File: src/rtl/clock_timekeeper_pkg.sv
// Shared definitions for the timekeeping core: edit-field encodings,
// field limits and a wrapping step helper used by the set-mode edits.
package clock_pkg;

  typedef enum logic [1:0] {
    LOC_MIN  = 2'd0,
    LOC_HR   = 2'd1,
    LOC_SEC  = 2'd2,
    LOC_NONE = 2'd3
  } loc_t;

  localparam logic [5:0] SEC_MAX = 6'd59;
  localparam logic [5:0] MIN_MAX = 6'd59;
  localparam logic [5:0] HR_MAX  = 6'd23;
  localparam logic [5:0] HR_NOON = 6'd12;

  // Step a field up or down by one, wrapping between 0 and max.
  function automatic logic [5:0] wrap_step(input logic [5:0] v,
                                           input logic [5:0] max,
                                           input logic       up);
    if (up) begin
      return (v == max) ? 6'd0 : v + 6'd1;
    end
    return (v == 6'd0) ? max : v - 6'd1;
  endfunction

endpackage

File: src/rtl/clock_timekeeper_if.sv
// Bundle between the button/mode logic, the timekeeper and the display
// driver. The master side drives controls and reads the display outputs.
interface clock_timekeeper_if;
  import clock_pkg::*;

  logic       set_mode;
  loc_t       loc;
  logic       inc;
  logic       dec;
  logic       mode_12h;
  logic [3:0] hour_upper;
  logic [3:0] hour_lower;
  logic [3:0] minute_upper;
  logic [3:0] minute_lower;
  logic [3:0] second_upper;
  logic [3:0] second_lower;
  logic       pm;
  logic       colon;
  logic       sec_tick;
  logic       day_wrap;

  modport master (
    output set_mode, loc, inc, dec, mode_12h,
    input  hour_upper, hour_lower, minute_upper, minute_lower,
           second_upper, second_lower, pm, colon, sec_tick, day_wrap
  );

  modport slave (
    input  set_mode, loc, inc, dec, mode_12h,
    output hour_upper, hour_lower, minute_upper, minute_lower,
           second_upper, second_lower, pm, colon, sec_tick, day_wrap
  );

endinterface

File: src/rtl/clock_timekeeper_bin60_to_bcd.sv
// Combinational split of a 0..59 binary value into tens and ones BCD digits.
module bin60_to_bcd (
  input  logic [5:0] bin,
  output logic [3:0] tens,
  output logic [3:0] ones
);

  logic [5:0] base;

  // Pick the tens digit by range, then subtract its weight for the ones digit.
  always_comb begin
    tens = 4'd0;
    base = 6'd0;
    if (bin >= 6'd50) begin
      tens = 4'd5;
      base = 6'd50;
    end else if (bin >= 6'd40) begin
      tens = 4'd4;
      base = 6'd40;
    end else if (bin >= 6'd30) begin
      tens = 4'd3;
      base = 6'd30;
    end else if (bin >= 6'd20) begin
      tens = 4'd2;
      base = 6'd20;
    end else if (bin >= 6'd10) begin
      tens = 4'd1;
      base = 6'd10;
    end
    ones = 4'(bin - base);
  end

endmodule

File: src/rtl/clock_timekeeper.sv
// Prescaled hh:mm:ss timekeeper with 12/24-hour display mapping, field-wise
// set mode, colon blink and one-cycle second / day-wrap pulses.
module clock_timekeeper
  import clock_pkg::*;
#(
  parameter int TICK_DIV = 50000000,
  parameter int CNT_W    = 26
) (
  input  logic               clk,
  input  logic               rst_n,
  clock_timekeeper_if.slave  bus
);

  localparam logic [CNT_W-1:0] TICK_LAST = CNT_W'(TICK_DIV - 1);
  localparam logic [CNT_W-1:0] TICK_HALF = CNT_W'(TICK_DIV / 2);

  logic [CNT_W-1:0] cnt, cnt_d;
  logic [5:0]       sec, sec_d;
  logic [5:0]       min, min_d;
  logic [5:0]       hr, hr_d;
  logic             prev_set;
  logic             sec_tick, tick_d;
  logic             day_wrap, wrap_d;
  logic             edit_up, edit_dn;
  logic [5:0]       hr_disp;

  // Simultaneous inc and dec cancel out.
  assign edit_up = bus.inc & ~bus.dec;
  assign edit_dn = bus.dec & ~bus.inc;

  // Next-state: frozen edits in set mode, otherwise prescaler and carry chain.
  always_comb begin
    cnt_d  = cnt;
    sec_d  = sec;
    min_d  = min;
    hr_d   = hr;
    tick_d = 1'b0;
    wrap_d = 1'b0;
    if (bus.set_mode) begin
      cnt_d = '0;
      if (!prev_set) begin
        sec_d = 6'd0;
      end
      if (edit_up || edit_dn) begin
        case (bus.loc)
          LOC_MIN: min_d = wrap_step(min, MIN_MAX, edit_up);
          LOC_HR:  hr_d  = wrap_step(hr, HR_MAX, edit_up);
          LOC_SEC: sec_d = 6'd0;
          default: ;
        endcase
      end
    end else if (cnt == TICK_LAST) begin
      cnt_d  = '0;
      tick_d = 1'b1;
      if (sec == SEC_MAX) begin
        sec_d = 6'd0;
        if (min == MIN_MAX) begin
          min_d = 6'd0;
          if (hr == HR_MAX) begin
            hr_d   = 6'd0;
            wrap_d = 1'b1;
          end else begin
            hr_d = hr + 6'd1;
          end
        end else begin
          min_d = min + 6'd1;
        end
      end else begin
        sec_d = sec + 6'd1;
      end
    end else begin
      cnt_d = cnt + 1'b1;
    end
  end

  // Time registers and pulses; reset clears everything without a pulse.
  always_ff @(posedge clk or negedge rst_n) begin
    if (!rst_n) begin
      cnt      <= '0;
      sec      <= 6'd0;
      min      <= 6'd0;
      hr       <= 6'd0;
      prev_set <= 1'b0;
      sec_tick <= 1'b0;
      day_wrap <= 1'b0;
    end else begin
      cnt      <= cnt_d;
      sec      <= sec_d;
      min      <= min_d;
      hr       <= hr_d;
      prev_set <= bus.set_mode;
      sec_tick <= tick_d;
      day_wrap <= wrap_d;
    end
  end

  // Map the internal 24-hour value onto 12-hour display when requested.
  always_comb begin
    hr_disp = hr;
    if (bus.mode_12h) begin
      if (hr == 6'd0) begin
        hr_disp = HR_NOON;
      end else if (hr > HR_NOON) begin
        hr_disp = hr - HR_NOON;
      end
    end
  end

  logic [3:0] hu, hl, mu, ml, su, sl;

  bin60_to_bcd u_hr_bcd  (.bin(hr_disp), .tens(hu), .ones(hl));
  bin60_to_bcd u_min_bcd (.bin(min),     .tens(mu), .ones(ml));
  bin60_to_bcd u_sec_bcd (.bin(sec),     .tens(su), .ones(sl));

  assign bus.hour_upper   = hu;
  assign bus.hour_lower   = hl;
  assign bus.minute_upper = mu;
  assign bus.minute_lower = ml;
  assign bus.second_upper = su;
  assign bus.second_lower = sl;
  assign bus.pm           = (hr >= HR_NOON);
  assign bus.colon        = bus.set_mode | (cnt < TICK_HALF);
  assign bus.sec_tick     = sec_tick;
  assign bus.day_wrap     = day_wrap;

endmodule
File: src/flat_wrapper.sv
// flat-port wrapper written by rule: the top's interface ports become plain ports
module clock_timekeeper_flat import clock_pkg::*;
#(
  parameter int TICK_DIV = 50000000,
  parameter int CNT_W    = 26
)
  (clk, rst_n, bus_set_mode, bus_loc, bus_inc, bus_dec, bus_mode_12h, bus_hour_upper, bus_hour_lower, bus_minute_upper, bus_minute_lower, bus_second_upper, bus_second_lower, bus_pm, bus_colon, bus_sec_tick, bus_day_wrap);
  clock_timekeeper_if bus_i ();
  input  logic clk;
  input  logic rst_n;
  input wire logic [$bits(bus_i.set_mode)-1:0] bus_set_mode;
  input wire logic [$bits(bus_i.loc)-1:0] bus_loc;
  input wire logic [$bits(bus_i.inc)-1:0] bus_inc;
  input wire logic [$bits(bus_i.dec)-1:0] bus_dec;
  input wire logic [$bits(bus_i.mode_12h)-1:0] bus_mode_12h;
  output wire logic [$bits(bus_i.hour_upper)-1:0] bus_hour_upper;
  output wire logic [$bits(bus_i.hour_lower)-1:0] bus_hour_lower;
  output wire logic [$bits(bus_i.minute_upper)-1:0] bus_minute_upper;
  output wire logic [$bits(bus_i.minute_lower)-1:0] bus_minute_lower;
  output wire logic [$bits(bus_i.second_upper)-1:0] bus_second_upper;
  output wire logic [$bits(bus_i.second_lower)-1:0] bus_second_lower;
  output wire logic [$bits(bus_i.pm)-1:0] bus_pm;
  output wire logic [$bits(bus_i.colon)-1:0] bus_colon;
  output wire logic [$bits(bus_i.sec_tick)-1:0] bus_sec_tick;
  output wire logic [$bits(bus_i.day_wrap)-1:0] bus_day_wrap;
  assign bus_i.set_mode = bus_set_mode;
  assign bus_i.loc = bus_loc;
  assign bus_i.inc = bus_inc;
  assign bus_i.dec = bus_dec;
  assign bus_i.mode_12h = bus_mode_12h;
  assign bus_hour_upper = bus_i.hour_upper;
  assign bus_hour_lower = bus_i.hour_lower;
  assign bus_minute_upper = bus_i.minute_upper;
  assign bus_minute_lower = bus_i.minute_lower;
  assign bus_second_upper = bus_i.second_upper;
  assign bus_second_lower = bus_i.second_lower;
  assign bus_pm = bus_i.pm;
  assign bus_colon = bus_i.colon;
  assign bus_sec_tick = bus_i.sec_tick;
  assign bus_day_wrap = bus_i.day_wrap;
  clock_timekeeper #(.TICK_DIV(TICK_DIV), .CNT_W(CNT_W)) u_core (.clk(clk), .rst_n(rst_n), .bus(bus_i));
endmodule
File: config.mk
export PLATFORM = sky130hd
export DESIGN_NAME = clock_timekeeper_flat
export DESIGN_NICKNAME = d
export VERILOG_FILES = /design/src/rtl/clock_timekeeper_pkg.sv /design/src/rtl/clock_timekeeper_if.sv /design/src/rtl/clock_timekeeper_bin60_to_bcd.sv /design/src/rtl/clock_timekeeper.sv /design/src/flat_wrapper.sv
export SDC_FILE = /design/constraint.sdc
export NUM_CORES = 1
export LEC_CHECK = 0
export BUFFER_PORTS_ARGS = -buffer_cell sky130_fd_sc_hd__clkbuf_2
export CELL_PAD_IN_SITES_DETAIL_PLACEMENT = 1
export CELL_PAD_IN_SITES_GLOBAL_PLACEMENT = 2
export CORE_UTILIZATION = 40
export CTS_CLUSTER_DIAMETER = 30
export DETAILED_ROUTE_END_ITERATION = 16
export PLACE_DENSITY = 0.93
export SLEW_MARGIN = 20
export SYNTH_ARGS = -nofsm -noshare
export SYNTH_HDL_FRONTEND = slang
export SYNTH_HIERARCHICAL = 1
export SYNTH_SLANG_ARGS = --single-unit
File: constraint.sdc
create_clock -name clk -period 9.7 [get_ports clk]
set_input_delay 0.97 -clock clk [delete_from_list [all_inputs] [get_ports clk]]
set_output_delay 0.97 -clock clk [all_outputs]
set_load 0.1 [all_outputs]
---- Word level (Yosys, flattened, before mapping) ----
Index checks and enable logic that the tools add are counted.
storage, ports and cells
  RAM bits ................................ 0
  bits in latches ......................... 0
  ROM bits ................................ 0
  memories ................................ 0
  output and inout port bits .............. 28
  register bits after elaboration ......... 47
  input port bits ......................... 8
  word-level logic and storage cells ...... 132
operators by class
  reduce and logical (&&, ||, !) cells .... 9
  equality and inequality tests ........... 9
  bitwise logic cells ..................... 5
  div/mod/pow operators ................... 0
  $mul .................................... 0
  shift operators ......................... 0
  add/subtract/negate cells ............... 10
  multiplexer cells ....................... 74
  magnitude comparators ................... 18
operators by type and width
  cell                                                           count
  two-way mux 6 bit                                              28
  two-way mux 4 bit                                              15
  two-way mux 26 bit                                             2
  >= comparator 6 x 5 -> 1 bit (second input constant)           6
  >= comparator 6 bit (second input constant)                    6
  adder 26 x 1 -> 26 bit (second input constant)                 1
  == test 26 bit (second input constant)                         1
  less-than comparator 26 x 25 -> 1 bit (second input constant)  1
  >= comparator 6 x 4 -> 1 bit (second input constant)           4
  adder 6 x 1 -> 6 bit (second input constant)                   3
  two-way mux 3 bit                                              6
  two-way mux 1 bit                                              17
  == test 6 bit (second input constant)                          2
  zero test 6 bit                                                2
  two-way mux 2 bit                                              6
  subtractor 4 bit                                               3
  subtractor 6 x 1 -> 6 bit (second input constant)              2
  == test 6 x 5 -> 1 bit (second input constant)                 1
  > comparator 6 x 4 -> 1 bit (second input constant)            1
  inequality test 2 x 1 -> 1 bit (second input constant)         3
  nonzero test 2 bit                                             3
  subtractor 6 x 4 -> 6 bit (second input constant)              1
  AND reduction 5 bit                                            1
  AND reduction 4 bit                                            1
  7 further kinds                                                9

---- Depth between registers and ports, before layout ----
Gate-level depths: netlist of run 1.
  depth after elaboration ................. 11
  gate-level depth with buffers ........... 15

---- Modules after synthesis ----
Netlist of run 1, hierarchy kept.
by module, submodules not included
  module            times used  area each (um2)  sequential area each (um2)  cells an instance
  clock_timekeeper  1           2,980.4          1,176.1                     340
  bin60_to_bcd      3           280.3            0.0                         36

---- Worst setup path after synthesis of run 1 ----
No wires, ideal clock.
  path type ............................... register -> output
  start ................................... register u_core.hr[2]
  end ..................................... output port bus_hour_lower[3]
  required time ........................... 8,730 ps
  arrival time ............................ 7,924 ps
  slack ................................... 806 ps
  buffers on the path ..................... 1
  cell stages (with the launch flop) ...... 11
  cell sequence ........................... dfrtp_1 > ha_1 > nor2b_1 > o31ai_1 > a211oi_1 > xor2_1 > buf_4 > o21ai_0 > fa_1 > a221oi_1 > a2111oi_1
between the ends
  longest elaborated chain between the ends .. 11
  elaborated cells on any way between the ends .. 17
ends and longest elaborated chain
  item                                                                      line                                              text
  start, declared                                                           clock_timekeeper.sv:20                            logic [5:0] hr, hr_d;
  start signal, assigned                                                    clock_timekeeper.sv:90                            hr <= hr_d;
  subtractor 6 x 4 -> 6 bit or > comparator 6 x 4 -> 1 bit (tied branches)  clock_timekeeper.sv:104, clock_timekeeper.sv:103
  two-way mux 6 bit                                                         clock_timekeeper.sv:103                           end else if (hr > HR_NOON) begin
  two-way mux 6 bit *                                                       clock_timekeeper.sv:101                           if (hr == 6'd0) begin
  two-way mux 6 bit *                                                       clock_timekeeper.sv:100                           if (bus.mode_12h) begin
  via u_core.hr_disp[5]                                                     clock_timekeeper.sv:25                            logic [5:0] hr_disp;
  >= comparator 6 x 4 -> 1 bit                                              clock_timekeeper_bin60_to_bcd.sv:26               end else if (bin >= 6'd10) begin
  two-way mux 4 bit                                                         clock_timekeeper_bin60_to_bcd.sv:26
  two-way mux 4 bit                                                         clock_timekeeper_bin60_to_bcd.sv:23               end else if (bin >= 6'd20) begin
  two-way mux 4 bit                                                         clock_timekeeper_bin60_to_bcd.sv:20               end else if (bin >= 6'd30) begin
  two-way mux 4 bit                                                         clock_timekeeper_bin60_to_bcd.sv:17               end else if (bin >= 6'd40) begin
  two-way mux 4 bit *                                                       clock_timekeeper_bin60_to_bcd.sv:14               if (bin >= 6'd50) begin
  subtractor 4 bit *                                                        clock_timekeeper_bin60_to_bcd.sv:30               ones = 4'(bin - base);
  end, declared                                                             flat_wrapper.sv:17                                output wire logic [$bits(bus_i.hour_lower)-1:0] bus_hour_lower;
The timed path passes the listed nets; every way through them passes the cells marked *.

---- Final worst setup path of run 1 ----
  start ................................... register u_core.hr[3]
  end ..................................... output port bus_hour_lower[3]
between the ends
  longest elaborated chain between the ends .. 11
  elaborated cells on any way between the ends .. 17
ends and longest elaborated chain
  item                          line
  > comparator 6 x 4 -> 1 bit   clock_timekeeper.sv:103
  two-way mux 6 bit             clock_timekeeper.sv:103
  two-way mux 6 bit *           clock_timekeeper.sv:101
  two-way mux 6 bit *           clock_timekeeper.sv:100
  via u_core.hr_disp[1]         clock_timekeeper.sv:25
  >= comparator 6 x 4 -> 1 bit  clock_timekeeper_bin60_to_bcd.sv:26
  two-way mux 4 bit             clock_timekeeper_bin60_to_bcd.sv:26
  two-way mux 4 bit             clock_timekeeper_bin60_to_bcd.sv:23
  two-way mux 4 bit             clock_timekeeper_bin60_to_bcd.sv:20
  two-way mux 4 bit             clock_timekeeper_bin60_to_bcd.sv:17
  two-way mux 4 bit             clock_timekeeper_bin60_to_bcd.sv:14
  subtractor 4 bit *            clock_timekeeper_bin60_to_bcd.sv:30
Marks and branches as above.

==> tab_implementation.tex, run 1 <==
\begin{tabular}{lr}
\hline
Metric & Value \\
\hline
\multicolumn{2}{l}{\textbf{Timing}} \\
\quad Worst slew pin tran & 1.02 ns \\
\quad Post-route minimum period & 5.98 ns \\
\quad Sum of negative setup slack & 0 ns \\
\quad Slew Viols, Final & 0 \\
\quad Post-layout worst setup margin & 3.72 ns \\
\quad Number of setup violations in the final report & 0 \\
\quad Clock skew & 0.00738 ns \\
\quad Share of the clock period used by the worst path & 61.7\% \\
\quad RSZ-0062 raised after global routing & no \\
\quad Final hold vios & 0 \\
\quad Peak Freq & 0.167 GHz \\
\quad Max-slew headroom at the worst pin & 31.2\% \\
\multicolumn{2}{l}{\textbf{Critical path}} \\
\quad CP endpoint kind & output port \\
\quad Data arrival time at the worst-slack endpoint & 5.01 ns \\
\quad Kind of critical path & flip-flop to output port \\
\quad Slowest stage cell, crit path & sky130\_fd\_sc\_hd\_\_nor4bb\_1 \\
\quad Number of buffers and inverters on the critical path & 2 \\
\quad Delay contributed by the slowest stage of the critical path & 0.86 ns \\
\quad Critical path origin & u\_core/hr[3] \\
\quad Ordered list of cells on the worst path & inv\_1 -> ha\_1 -> nor4bb\_1 -> a21oi\_1 -> maj3\_2 -> mux4\_2 -> ha\_1 -> fa\_1 -> nor4bb\_1 -> a41o\_2 -> a2111oi\_1 -> clkbuf\_2 \\
\quad Worst-path fanout max & 9 \\
\quad Type of origin of the critical path & flip-flop \\
\quad Cell type group with the largest total delay on the critical path & adder cells \\
\quad Launch point of the worst reg-to-reg path & u\_core/cnt[11] \\
\quad Data required time at the worst endpoint & 8.73 ns \\
\multicolumn{2}{l}{\textbf{Layout}} \\
\quad Antenna diode count & 0 \\
\quad Number of cells in the finished layout apart from fillers & 586 \\
\quad Area overhead of the layout relative to synthesis & 5.70\% \\
\quad Share of final-layout standard cells stronger than drive strength 1 & 14.2\% \\
\quad Final-stage net count & 483 \\
\quad Final core occ & 43.7\% \\
\multicolumn{2}{l}{\textbf{Place}} \\
\quad Detailed Place HPWL & 6.51 mm \\
\quad RD Place Congestion & 0.810 \\
\quad IO buf count & 32 \\
\quad Placed cells & 579 \\
\quad Dpl ws & 3.93 ns \\
\multicolumn{2}{l}{\textbf{Synthesis}} \\
\quad Simple-Gate Fraction of Synth Area & 24.9\% \\
\quad Post-synthesis compound-gate area fraction & 18.8\% \\
\quad Share of synthesized cell area in full adder, half adder and majority cells & 7.37\% \\
\quad Commonest cells post-synth & 47 x sky130\_fd\_sc\_hd\_\_dfrtp\_1, 37 x sky130\_fd\_sc\_hd\_\_nand2\_1, 37 x sky130\_fd\_sc\_hd\_\_nor2\_1, 30 x sky130\_fd\_sc\_hd\_\_inv\_1, 25 x sky130\_fd\_sc\_hd\_\_nand3\_1 \\
\quad Cell count after synthesis & 448 \\
\quad Post-synthesis sequential area ratio & 30.8\% \\
\quad Multiplexer fraction of the synthesized cell area & 1.77\% \\
\quad Register bit count reported by yosys & 47 \\
\quad Number of distinct library cell variants in the gate-level netlist after synthesis & 68 \\
\quad Count of warnings emitted by yosys & 6 \\
\quad Synthesized area & 3820 sq um \\
\quad Most repeated cell in the gate-level netlist after synthesis & sky130\_fd\_sc\_hd\_\_dfrtp\_1 \\
\quad Async S/R FF share, synth & 100\% \\
\quad Net count of the mapped netlist & 474 \\
\quad Mapped Avg Cell Area & 8.53 sq um \\
\quad Top flip-flop cell by instance count after synthesis & sky130\_fd\_sc\_hd\_\_dfrtp\_1 \\
\quad Fraction of synthesized cell area in xor and xnor cells & 7.56\% \\
\quad Dominant combinational cell family by area after synthesis & simple AND/OR/NAND/NOR gates \\
\quad Top post-synthesis cells by area & sky130\_fd\_sc\_hd\_\_dfrtp\_1 31\%, sky130\_fd\_sc\_hd\_\_xnor2\_1 5.0\%, sky130\_fd\_sc\_hd\_\_ha\_1 4.9\%, sky130\_fd\_sc\_hd\_\_nand2\_1 3.6\%, sky130\_fd\_sc\_hd\_\_nor2\_1 3.6\% \\
\quad Top cell type's share of synthesized area & 30.8\% \\
\quad Count of flip-flops with a built-in enable after synthesis & 0 \\
\quad Post-synthesis cell type with the largest combined area & sky130\_fd\_sc\_hd\_\_dfrtp\_1 \\
\multicolumn{2}{l}{\textbf{GRT}} \\
\quad First-pass GRT wire length & 15.7 mm \\
\quad Pin count of the biggest net entering global routing & 48 \\
\quad Vias in the first global route & 3,246 \\
\quad GRT Residual Overflow & 0 \\
\quad Antenna violations before repair & 0 \\
\quad GRT Overall Usage & 19.2\% \\
\multicolumn{2}{l}{\textbf{CTS}} \\
\quad Clock Pin Slew Worst Setup and Hold Paths & 0.09 ns \\
\quad TritonCTS sink count & 47 \\
\quad Hold buffers post-CTS & 0 \\
\quad Buffer cell driving the clock tree root & sky130\_fd\_sc\_hd\_\_clkbuf\_8 \\
\quad Bufs on Longest Clock Path & 2 \\
\quad Worst skew pair latency & 0.29 ns \\
\quad Clock tree from TritonCTS & yes \\
\quad Max H-tree Level & 2 \\
\quad Resize count post-CTS & 0 \\
\quad Buffer count from post-CTS setup fixing & 0 \\
\quad Clock buffers created by TritonCTS & 5 \\
\multicolumn{2}{l}{\textbf{Routing}} \\
\quad Remaining antenna violation count & 0 \\
\quad Via count of the routed design & 3,297 \\
\quad M1 wire length & 4.34 mm \\
\quad Remaining design rule violation count & 0 \\
\quad Count of TritonRoute iterations in the first routing pass & 4 \\
\quad Vias/cell & 5.63 \\
\quad Detailed router's first-iteration violation count & 119 \\
\quad Detailed-route wire length & 9.01 mm \\
\quad Detailed-routed wire length on met3 & 233 microns \\
\quad Highest Signal Layer & met4 \\
\quad Routed WL per cell & 15.4 microns \\
\quad Length of routed met2 wiring & 4.33 mm \\
\multicolumn{2}{l}{\textbf{Worst hold path}} \\
\quad Class of the worst hold path & flip-flop to flip-flop \\
\quad Startpoint of the most critical hold path & u\_core/cnt[0] \\
\multicolumn{2}{l}{\textbf{Floorplan}} \\
\quad Core Area & 9240 sq um \\
\quad Cell row count & 35 \\
\quad Initial core utilization & 41.4\% \\
\quad Die Area & 9950 sq um \\
\quad Num ports & 36 \\
\quad Die H & 99.7 microns \\
\quad Horizontal die dimension & 99.7 microns \\
\multicolumn{2}{l}{\textbf{Outcome}} \\
\quad Status & finished, final reports clean \\
\multicolumn{2}{l}{\textbf{Flow run}} \\
\quad Maximum Capacitance Violations & 0 \\
\hline
\end{tabular}
-- path summary, 6_finish.rpt --
check	end	slack [ns]	cells past startpoint
worst max register to register	u_core/min[2]	6.71	5
max in group asynchronous	u_core/hr[4]	8.52	2
worst min-delay path	u_core/cnt[0]	0.51	1
min in group asynchronous	u_core/cnt[4]	0.76	2
worst min register to register	u_core/cnt[0]	0.51	1
worst max-delay path	bus_hour_lower[3]	3.72	12
-- kinds of logic (layout without fill, tap and decap cells) --
logic type	count (synthesis)	count (layout)
and+or+nand+nor	175	175
AOI/OAI and AO/OA	101	101
buffers and inverters	65	74
DFF	47	47
xor gates and xnor gates	33	33
adders and majority gates	21	21
other	3	3
muxes	3	3
-- cells in the final DEF, fill, tap and decap left out, drive strengths merged, types with 3 or more instances in the layout --
master / synthesis / routed
or3: 6 / 6
and2: 7 / 7
a221oi: 3 / 3
xor2: 11 / 11
conb: 3 / 3
nor2b: 11 / 11
and3: 4 / 4
o2111a: 3 / 3
clkbuf: 10 / 38
xnor2: 22 / 22
nand3: 25 / 25
o211ai: 3 / 3
nor4bb: 4 / 4
inv: 34 / 34
nor3: 9 / 9
o21bai: 3 / 3
or4: 4 / 4
a41o: 3 / 3
nor2: 37 / 37
nor3b: 4 / 4
o21ai: 22 / 22
fa: 3 / 3
o31ai: 5 / 5
ha: 15 / 15
nand2: 38 / 38
o21a: 5 / 5
nor4b: 6 / 6
nor4: 6 / 6
nand4: 8 / 8
maj3: 3 / 3
mux4: 3 / 3
dfrtp: 47 / 47
a21oi: 16 / 16
a31oi: 18 / 18
a2111oi: 4 / 4
-- flip-flops by register name, indices dropped and copies added (netlist names) --
| name | cells |
|---|---|
| u_core/bus.day_wrap | 1 |
| u_core/bus.sec_tick | 1 |
| u_core/cnt | 26 |
| u_core/hr | 6 |
| u_core/min | 6 |
| u_core/prev_set | 1 |
| u_core/sec | 6 |
-- layer usage --
layer  up-vias  global-route usage, %
li1       1610                      -
met1      1613                   26.5
met2        66                   32.0
met3         8                   2.18
met4         0                   5.20
met5         -                      0
-- cell type report --
class	count	area [sq um]
Multi-Input combinational cell	336	2320
Inverter	34	128
Fill cell	1125	5200
Timing Repair Buffer	33	168
Sequential cell	47	1180
Clock inverter	1	5.00
Clock buffer	6	82.6
Tap cell	129	161
-- through the flow --
step	cell area (sq um)	hold WS [ns]
5_1_grt	4040	0.540
4_1_cts	4040	0.517
6_report	4040	0.514
3_3_place_gp	3950	0.488
2_1_floorplan	3820	0.455
3_5_place_dp	3950	0.505
Power of run 1 is not shown: default switching activity piles up to over one toggle a cycle in this logic, so the estimate is an artifact.
==> run 2, diff against run 1 <==
CORE_UTILIZATION = 33   (was 40)
PLACE_DENSITY = 0.82   (was 0.93)
clock period = 4.85 ns   (was 9.7 ns; I/O delays follow)
==> run 2 against run 1 <==
Die area is 21% higher. Cell count is 2.6% higher. Utilization shrank 5.3 points. Worst hold slack worse by 0.24 ns. Via count rose by 1.2%. Critical endpoint unchanged. Highest routed layer unchanged. Non-clock buffer count grew 3.
==> tab_implementation.tex, run 2 (same netlist as run 1, synthesis figures left out) <==
\begin{tabular}{lr}
\hline
Metric & Value \\
\hline
\multicolumn{2}{l}{\textbf{Routing}} \\
\quad Detailed-routed wire length on met3 & 216 microns (-7.3\%) \\
\quad Remaining design rule violation count & 0 (unchanged) \\
\quad M1 wire length & 4.58 mm (+5.6\%) \\
\quad Length of routed met2 wiring & 4.70 mm (+8.5\%) \\
\quad Routed WL per cell & 16.0 microns (+4.0\%) \\
\quad Via count of the routed design & 3,337 (+1.2\%) \\
\quad Detailed router's first-iteration violation count & 213 (+79\%) \\
\quad Highest Signal Layer & met4 \\
\quad Vias/cell & 5.55 (-1.3\%) \\
\quad Remaining antenna violation count & 0 (unchanged) \\
\quad Count of TritonRoute iterations in the first routing pass & 4 (unchanged) \\
\quad Detailed-route wire length & 9.61 mm (+6.7\%) \\
\multicolumn{2}{l}{\textbf{Outcome}} \\
\quad Status & finished, final reports clean \\
\multicolumn{2}{l}{\textbf{Layout}} \\
\quad Area overhead of the layout relative to synthesis & 11.4\% \\
\quad Most common cell after layout, fill and taps aside & sky130\_fd\_sc\_hd\_\_dfrtp\_1 \\
\quad Number of filler instances in the final layout & 1,322 (+18\%) \\
\quad Share of final-layout standard cells stronger than drive strength 1 & 16.9\% (+2.7 points) \\
\quad Number of flip-flops in the largest register & 26 (unchanged) \\
\quad Top library cells by usage in the layout, fill and taps aside & 45 x sky130\_fd\_sc\_hd\_\_dfrtp\_1, 37 x sky130\_fd\_sc\_hd\_\_nor2\_1, 36 x sky130\_fd\_sc\_hd\_\_nand2\_1 \\
\quad Most flops, register & u\_core/cnt \\
\quad Antenna diode count & 0 (unchanged) \\
\quad Final-stage net count & 486 (+0.62\%) \\
\multicolumn{2}{l}{\textbf{Floorplan}} \\
\quad Die H & 110 microns (+9.9\%) \\
\quad Core Area & 11,100 sq um (+20\%) \\
\quad Initial core utilization & 34.5\% (-6.9 points) \\
\quad Die Area & 12,000 sq um (+21\%) \\
\quad Num ports & 36 (unchanged) \\
\quad Horizontal die dimension & 110 microns (+9.9\%) \\
\quad Cell row count & 38 (+8.6\%) \\
\multicolumn{2}{l}{\textbf{Critical path}} \\
\quad Count of cells along the worst register-to-register path & 5 (unchanged) \\
\quad Worst-path fanout max & 9 (unchanged) \\
\quad Data required time at the worst endpoint & 4.37 ns (-4.36 ns) \\
\quad R2R Path End & u\_core/min[2] \\
\quad Type of origin of the critical path & flip-flop \\
\quad Launch point of the worst reg-to-reg path & u\_core/cnt[11] \\
\quad Worst R2R Setup Slack & 1.81 ns (-4.90 ns) \\
\quad Data arrival time at the worst-slack endpoint & 4.13 ns (-0.88 ns) \\
\quad CP endpoint kind & output port \\
\quad Kind of critical path & flip-flop to output port \\
\multicolumn{2}{l}{\textbf{Place}} \\
\quad Detailed Place HPWL & 6.77 mm (+4.0\%) \\
\quad Dpl ws & 0.341 ns (-3.59 ns) \\
\quad RD Place Congestion & 0.804 (-0.80\%) \\
\quad IO buf count & 32 (unchanged) \\
\multicolumn{2}{l}{\textbf{GRT}} \\
\quad Vias in the first global route & 3,329 (+2.6\%) \\
\quad GRT Overall Usage & 16.8\% (-2.4 points) \\
\quad GRT Residual Overflow & 0 (unchanged) \\
\quad First-pass GRT wire length & 16.2 mm (+2.8\%) \\
\quad Pin count of the biggest net entering global routing & 48 (unchanged) \\
\quad Antenna violations before repair & 0 (unchanged) \\
\multicolumn{2}{l}{\textbf{Timing}} \\
\quad Number of setup violations in the final report & 0 (unchanged) \\
\quad RSZ-0062 raised after global routing & no \\
\quad Max-slew headroom at the worst pin & 33.4\% (+2.2 points) \\
\quad Share of the clock period used by the worst path & 95.2\% \\
\quad Post-route minimum period & 4.62 ns \\
\quad Final hold vios & 0 (unchanged) \\
\quad Slew Viols, Final & 0 (unchanged) \\
\quad Clock skew & 0.0106 ns (+0.00320 ns) \\
\quad Peak Freq & 0.217 GHz \\
\quad Post-layout worst setup margin & 0.235 ns (-3.48 ns) \\
\quad Worst slew pin tran & 0.990 ns (-0.0333 ns) \\
\multicolumn{2}{l}{\textbf{CTS}} \\
\quad Worst skew pair latency & 0.29 ns (about the same) \\
\quad Buffer count from post-CTS setup fixing & 0 (unchanged) \\
\quad Clock tree from TritonCTS & yes \\
\quad Clock Pin Slew Worst Setup and Hold Paths & 0.07 ns (-0.02 ns) \\
\quad Bufs on Longest Clock Path & 2 (unchanged) \\
\quad Clock buffers created by TritonCTS & 5 (unchanged) \\
\quad Max H-tree Level & 2 (unchanged) \\
\quad Buffer cell driving the clock tree root & sky130\_fd\_sc\_hd\_\_clkbuf\_16 \\
\quad TritonCTS sink count & 47 (unchanged) \\
\multicolumn{2}{l}{\textbf{Flow run}} \\
\quad Maximum Capacitance Violations & 0 (unchanged) \\
\multicolumn{2}{l}{\textbf{Worst hold path}} \\
\quad Class of the worst hold path & primary input to asynchronous set/reset pin \\
\hline
\end{tabular}
run 2: changes by cell type in the layout (fill, tap and decap cells not counted), moves of 2 or more:
cell                        delta
sky130_fd_sc_hd__o21ai_1       +2
sky130_fd_sc_hd__a2111oi_1     -3
sky130_fd_sc_hd__dfrtp_2       +2
sky130_fd_sc_hd__clkbuf_8      -6
sky130_fd_sc_hd__clkbuf_16     +5
sky130_fd_sc_hd__buf_4         +3
sky130_fd_sc_hd__dfrtp_1       -2
sky130_fd_sc_hd__a2111oi_4     +3
sky130_fd_sc_hd__o21ai_0       -3
run 2: stage by stage:
stage               hold slack (ns)  cells  cell area [sq um]  utilization, %  TNS (ns)
finish                        0.278    601               4260            38.4         0
global route                  0.357    601               4260            38.4         0
CTS                           0.312    601               4240            38.2         0
detailed placement            0.503    593               4060            36.7         0
global placement              0.479    593               4060            36.7         0
floorplan                     0.189    448               3880               -    -0.289
run 2: worst max-delay path, stage by stage, from the launching register on:
cell and delay, ns:
sky130_fd_sc_hd__dfrtp_2 0.47, sky130_fd_sc_hd__ha_1 0.27, sky130_fd_sc_hd__nor2b_1 0.17, sky130_fd_sc_hd__o31ai_4 0.26, sky130_fd_sc_hd__xnor2_1 0.17, sky130_fd_sc_hd__nand2_2 0.14
sky130_fd_sc_hd__maj3_2 0.33, sky130_fd_sc_hd__mux4_2 0.48, sky130_fd_sc_hd__ha_1 0.21, sky130_fd_sc_hd__fa_1 0.45, sky130_fd_sc_hd__nor4bb_1 0.18, sky130_fd_sc_hd__a41o_2 0.25
sky130_fd_sc_hd__a2111oi_4 0.25, sky130_fd_sc_hd__buf_12 0.22
run 2: final cells by class:
class	instances	area, sq um	share of cell area [%]
clock buffer	5	125	2.94
clock inverter	3	46.3	1.09
inverter	34	128	3.00
multi-input combinational	336	2400	56.3
sequential	47	1180	27.7
tap	140	175	4.12
timing repair buffer	36	205	4.82
run 2: worst max-delay path by stage:
stage,startpoint,to,slack [ns],cells after the start
final,u_core/hr[2],bus_hour_lower[3],0.23,13
after global routing,u_core/hr[0],bus_hour_lower[3],0.03,13
after CTS,u_core/hr[2],bus_hour_lower[3],0.03,13
after detailed placement,u_core/hr[2],bus_hour_lower[3],0.34,13
after global placement,u_core/hr[2],bus_hour_lower[3],0.51,13
after floorplan,u_core/hr[2],bus_hour_lower[3],-0.29,12
run 2: routing by layer:
layer / up-vias / global-route usage, %
met4: 0 / 4.48
li1: 1616 / -
met1: 1670 / 22.1
met3: 10 / 2.49
met2: 41 / 28.8
met5: - / 0
run 2: timing repair:
item                                   CTS  global route
setup endpoints to repair                0             1
endpoints found under the hold margin    0             0
hold buffers                             0             0
resized for setup                        0             5
Power of run 2 is left out for the same reason.
==> run 3, diff against run 2 <==
ABC_AREA = 1   (was default)
CORE_UTILIZATION = 30   (was 33)
PLACE_DENSITY = 0.83   (was 0.82)
clock period = 3.9 ns   (was 4.85 ns; I/O delays follow)
==> run 3 against run 2 <==
Setup slack got worse by 0.060 ns. Count of clock-buffer cells in the layout unchanged. Global-route usage increased by 0.21 points. First-iteration DRC count decreased by 13%. Register-to-register slack improved by 0.16 ns. Worst hold slack got worse by 0.24 ns. Clock skew decreased by 0.0048 ns. Cell count increased by 37%. Synthesized cell count increased by 37%. Area after synthesis increased by 4.5%. Critical path depth increased by 8.
==> tab_implementation.tex, run 3 <==
\begin{tabular}{lr}
\hline
Metric & Value \\
\hline
\multicolumn{2}{l}{\textbf{Place}} \\
\quad IO buf count & 32 (unchanged) \\
\quad Detailed Place HPWL & 8.83 mm (+31\%) \\
\quad RD Place Congestion & 0.844 (+5.0\%) \\
\quad Post-detailed-placement cell area & 4380 sq um (+7.9\%) \\
\multicolumn{2}{l}{\textbf{Routing}} \\
\quad Detailed-route wire length & 11.4 mm (+18\%) \\
\quad Remaining antenna violation count & 0 (unchanged) \\
\quad Remaining design rule violation count & 0 (unchanged) \\
\quad Via count of the routed design & 3,956 (+19\%) \\
\quad Count of TritonRoute iterations in the first routing pass & 4 (unchanged) \\
\quad Routed WL per cell & 13.9 microns (-13\%) \\
\quad Vias/cell & 4.82 (-13\%) \\
\quad Detailed router's first-iteration violation count & 185 (-13\%) \\
\multicolumn{2}{l}{\textbf{Synthesis}} \\
\quad Count of warnings emitted by yosys & 6 (unchanged) \\
\quad Share of synthesized cell area in full adder, half adder and majority cells & 6.20\% (-1.2 points) \\
\quad Fraction of synthesized cell area in xor and xnor cells & 4.61\% (-3.0 points) \\
\quad Most repeated cell in the gate-level netlist after synthesis & sky130\_fd\_sc\_hd\_\_nand2\_1 \\
\quad Post-synthesis sequential area ratio & 29.4\% (-1.3 points) \\
\quad Synthesized area & 3990 sq um (+4.5\%) \\
\quad Commonest cells post-synth & 168 x sky130\_fd\_sc\_hd\_\_nand2\_1, 93 x sky130\_fd\_sc\_hd\_\_inv\_1, 78 x sky130\_fd\_sc\_hd\_\_nor2\_1, 62 x sky130\_fd\_sc\_hd\_\_nand3\_1, 47 x sky130\_fd\_sc\_hd\_\_dfrtp\_1 \\
\quad Top post-synthesis cells by area & sky130\_fd\_sc\_hd\_\_dfrtp\_1 29\%, sky130\_fd\_sc\_hd\_\_nand2\_1 16\%, sky130\_fd\_sc\_hd\_\_inv\_1 8.7\%, sky130\_fd\_sc\_hd\_\_nand3\_1 7.8\%, sky130\_fd\_sc\_hd\_\_nor2\_1 7.3\% \\
\quad Simple-Gate Fraction of Synth Area & 40.3\% (+15 points) \\
\quad Number of distinct library cell variants in the gate-level netlist after synthesis & 37 (-46\%) \\
\quad Register bit count reported by yosys & 47 (unchanged) \\
\quad Net count of the mapped netlist & 641 (+35\%) \\
\quad Post-synthesis compound-gate area fraction & 7.33\% (-11 points) \\
\quad Cell count after synthesis & 615 (+37\%) \\
\quad Dominant combinational cell family by area after synthesis & simple AND/OR/NAND/NOR gates \\
\quad Mapped Avg Cell Area & 6.49 sq um (-24\%) \\
\quad Multiplexer fraction of the synthesized cell area & 0\% (-1.8 points) \\
\quad Count of flip-flops with a built-in enable after synthesis & 0 (unchanged) \\
\quad Top cell type's share of synthesized area & 29.4\% (-1.3 points) \\
\quad Post-synthesis cell type with the largest combined area & sky130\_fd\_sc\_hd\_\_dfrtp\_1 \\
\quad Top flip-flop cell by instance count after synthesis & sky130\_fd\_sc\_hd\_\_dfrtp\_1 \\
\quad Async S/R FF share, synth & 100\% (unchanged) \\
\multicolumn{2}{l}{\textbf{Floorplan}} \\
\quad Horizontal die dimension & 117 microns (+7.1\%) \\
\quad Core Area & 12,800 sq um (+16\%) \\
\quad Die H & 117 microns (+7.1\%) \\
\quad Num ports & 36 (unchanged) \\
\quad Cell row count & 41 (+7.9\%) \\
\quad Die Area & 13,800 sq um (+15\%) \\
\quad Initial core utilization & 31.1\% (-3.4 points) \\
\multicolumn{2}{l}{\textbf{Layout}} \\
\quad Antenna diode count & 0 (unchanged) \\
\quad Most common cell after layout, fill and taps aside & sky130\_fd\_sc\_hd\_\_nand2\_1 \\
\quad Top library cells by usage in the layout, fill and taps aside & 160 x sky130\_fd\_sc\_hd\_\_nand2\_1, 88 x sky130\_fd\_sc\_hd\_\_inv\_1, 76 x sky130\_fd\_sc\_hd\_\_nor2\_1 \\
\quad Number of filler instances in the final layout & 1,704 (+29\%) \\
\quad Most flops, register & u\_core/cnt \\
\quad Final-stage net count & 674 (+39\%) \\
\quad Area overhead of the layout relative to synthesis & 16.9\% \\
\quad Number of flip-flops in the largest register & 26 (unchanged) \\
\quad Share of final-layout standard cells stronger than drive strength 1 & 15.6\% (-1.4 points) \\
\quad Fin area & 4670 sq um (+9.7\%) \\
\multicolumn{2}{l}{\textbf{Timing}} \\
\quad Slew Viols, Final & 0 (unchanged) \\
\quad Peak Freq & 0.268 GHz \\
\quad Max-slew headroom at the worst pin & 62.3\% (+29 points) \\
\quad Final hold vios & 0 (unchanged) \\
\quad Share of the clock period used by the worst path & 95.5\% \\
\quad Post-route minimum period & 3.73 ns \\
\quad Worst slew pin tran & 0.560 ns (-0.430 ns) \\
\quad Number of setup violations in the final report & 0 (unchanged) \\
\quad Clock skew & 0.00578 ns (-0.00480 ns) \\
\multicolumn{2}{l}{\textbf{GRT}} \\
\quad Antenna violations before repair & 0 (unchanged) \\
\quad Pin count of the biggest net entering global routing & 32 (-33\%) \\
\quad GRT Residual Overflow & 0 (unchanged) \\
\quad First-pass GRT wire length & 19.5 mm (+20\%) \\
\quad Vias in the first global route & 4,095 (+23\%) \\
\quad GRT Overall Usage & 17.0\% (+0.21 points) \\
\multicolumn{2}{l}{\textbf{CTS}} \\
\quad Bufs on Longest Clock Path & 2 (unchanged) \\
\quad TritonCTS sink count & 47 (unchanged) \\
\quad Clock Pin Slew Worst Setup and Hold Paths & 0.07 ns (about the same) \\
\quad Hold buffers post-CTS & 0 (unchanged) \\
\quad Clock tree from TritonCTS & yes \\
\quad Worst skew pair latency & 0.29 ns (about the same) \\
\quad Clock buffers created by TritonCTS & 5 (unchanged) \\
\quad Max H-tree Level & 2 (unchanged) \\
\quad Buffer cell driving the clock tree root & sky130\_fd\_sc\_hd\_\_clkbuf\_16 \\
\multicolumn{2}{l}{\textbf{Critical path}} \\
\quad CP endpoint kind & output port \\
\quad Delay contributed by the slowest stage of the critical path & 0.43 ns (-0.05 ns) \\
\quad Slowest stage cell, crit path & sky130\_fd\_sc\_hd\_\_dfrtp\_1 \\
\quad Type of origin of the critical path & flip-flop \\
\quad Cell type group with the largest total delay on the critical path & simple AND/OR/NAND/NOR gates \\
\quad Ordered list of cells on the worst path & buf\_6 -> inv\_2 -> ha\_2 -> nand3\_2 -> inv\_2 -> nand2\_2 -> o211ai\_1 -> nor2\_1 -> nand2\_1 -> nand2\_1 -> nand2\_1 -> nand2\_2 -> nand2\_4 -> nand2\_8 -> ha\_4 -> fa\_2 -> xnor2\_2 -> inv\_1 -> nand2\_2 -> nand2\_4 -> buf\_12 \\
\quad Number of buffers and inverters on the critical path & 5 (+4) \\
\quad Data required time at the worst endpoint & 3.51 ns (-0.86 ns) \\
\quad Worst R2R Setup Slack & 1.97 ns (+0.16 ns) \\
\quad Worst-path fanout max & 6 (-3) \\
\quad Data arrival time at the worst-slack endpoint & 3.34 ns (-0.79 ns) \\
\quad Kind of critical path & flip-flop to output port \\
\multicolumn{2}{l}{\textbf{Flow run}} \\
\quad Maximum Capacitance Violations & 0 (unchanged) \\
\multicolumn{2}{l}{\textbf{Worst hold path}} \\
\quad Class of the worst hold path & primary input to asynchronous set/reset pin \\
\multicolumn{2}{l}{\textbf{Outcome}} \\
\quad Status & finished, final reports clean \\
\hline
\end{tabular}
[run 3: final cells by class]
cell class / instances / area [sq um] / share of cell area (%)
repair buffers: 41 / 262 / 5.60
flip-flops and latches: 47 / 1180 / 25.2
well taps: 172 / 215 / 4.61
inverters: 96 / 364 / 7.80
clock inverters: 3 / 43.8 / 0.938
multi-input cells: 457 / 2480 / 53.1
clock buffers: 5 / 125 / 2.68
[run 3: cell families (layout without fill, tap and decap cells)]
group | count (synthesis) | after routing
simple gates | 362 | 362
flops | 47 | 47
other cells | 3 | 3
compound gates | 53 | 53
xor+xnor | 21 | 21
fa+ha+maj | 18 | 18
buf+inv | 111 | 145
[run 3: layer usage]
metal / wire length, microns / up-vias / GRT usage [%]
met5: 0 / - / 0
met4: 99 / 0 / 3.41
met3: 283 / 11 / 2.19
met2: 5600 / 48 / 29.9
met1: 5390 / 1903 / 22.3
li1: - / 1994 / -
[run 3: path summary, 6_finish.rpt]
kind,from,endpoint,cells after the start
worst max-delay path,u_core/hr[2],bus_hour_lower[3],21
worst min-delay path,rst_n,u_core/cnt[25],1
worst max register to register,u_core/hr[1],u_core/hr[3],10
worst min register to register,u_core/cnt[0],u_core/cnt[0],1
max in group asynchronous,rst_n,u_core/hr[3],2
min in group clk,u_core/cnt[0],u_core/cnt[0],1
[run 3: through the flow]
step	hold slack [ns]	setup slack, ns	instances	utilization, %	setup TNS (ns)
floorplan	0.0944	-0.0149	615	-	-0.0292
global placement	0.360	0.460	806	34.2	0
detailed placement	0.366	0.211	806	34.2	0
CTS	0.0564	0.00550	818	35.8	0
global route	0.0840	-0.0533	821	36.4	-0.0533
finish	0.0419	0.175	821	36.4	0
[run 3: worst reg2reg max path, cell delays in order, from the launching register on]
cell	delay, ns
sky130_fd_sc_hd__dfrtp_1	0.35
sky130_fd_sc_hd__buf_4	0.11
sky130_fd_sc_hd__buf_4	0.12
sky130_fd_sc_hd__ha_1	0.25
sky130_fd_sc_hd__nand2_1	0.08
sky130_fd_sc_hd__nor3_1	0.38
sky130_fd_sc_hd__nor2_1	0.18
sky130_fd_sc_hd__nand3b_1	0.14
sky130_fd_sc_hd__o21ai_0	0.09
sky130_fd_sc_hd__nand3_1	0.07
sky130_fd_sc_hd__nand2_1	0.06
[run 3: timing repair]
action	CTS	global route
setup buffers	4	3
pin swaps	2	6
resized for setup	1	19
endpoints found under the setup margin	1	2
Power of run 3 is left out for the same reason.
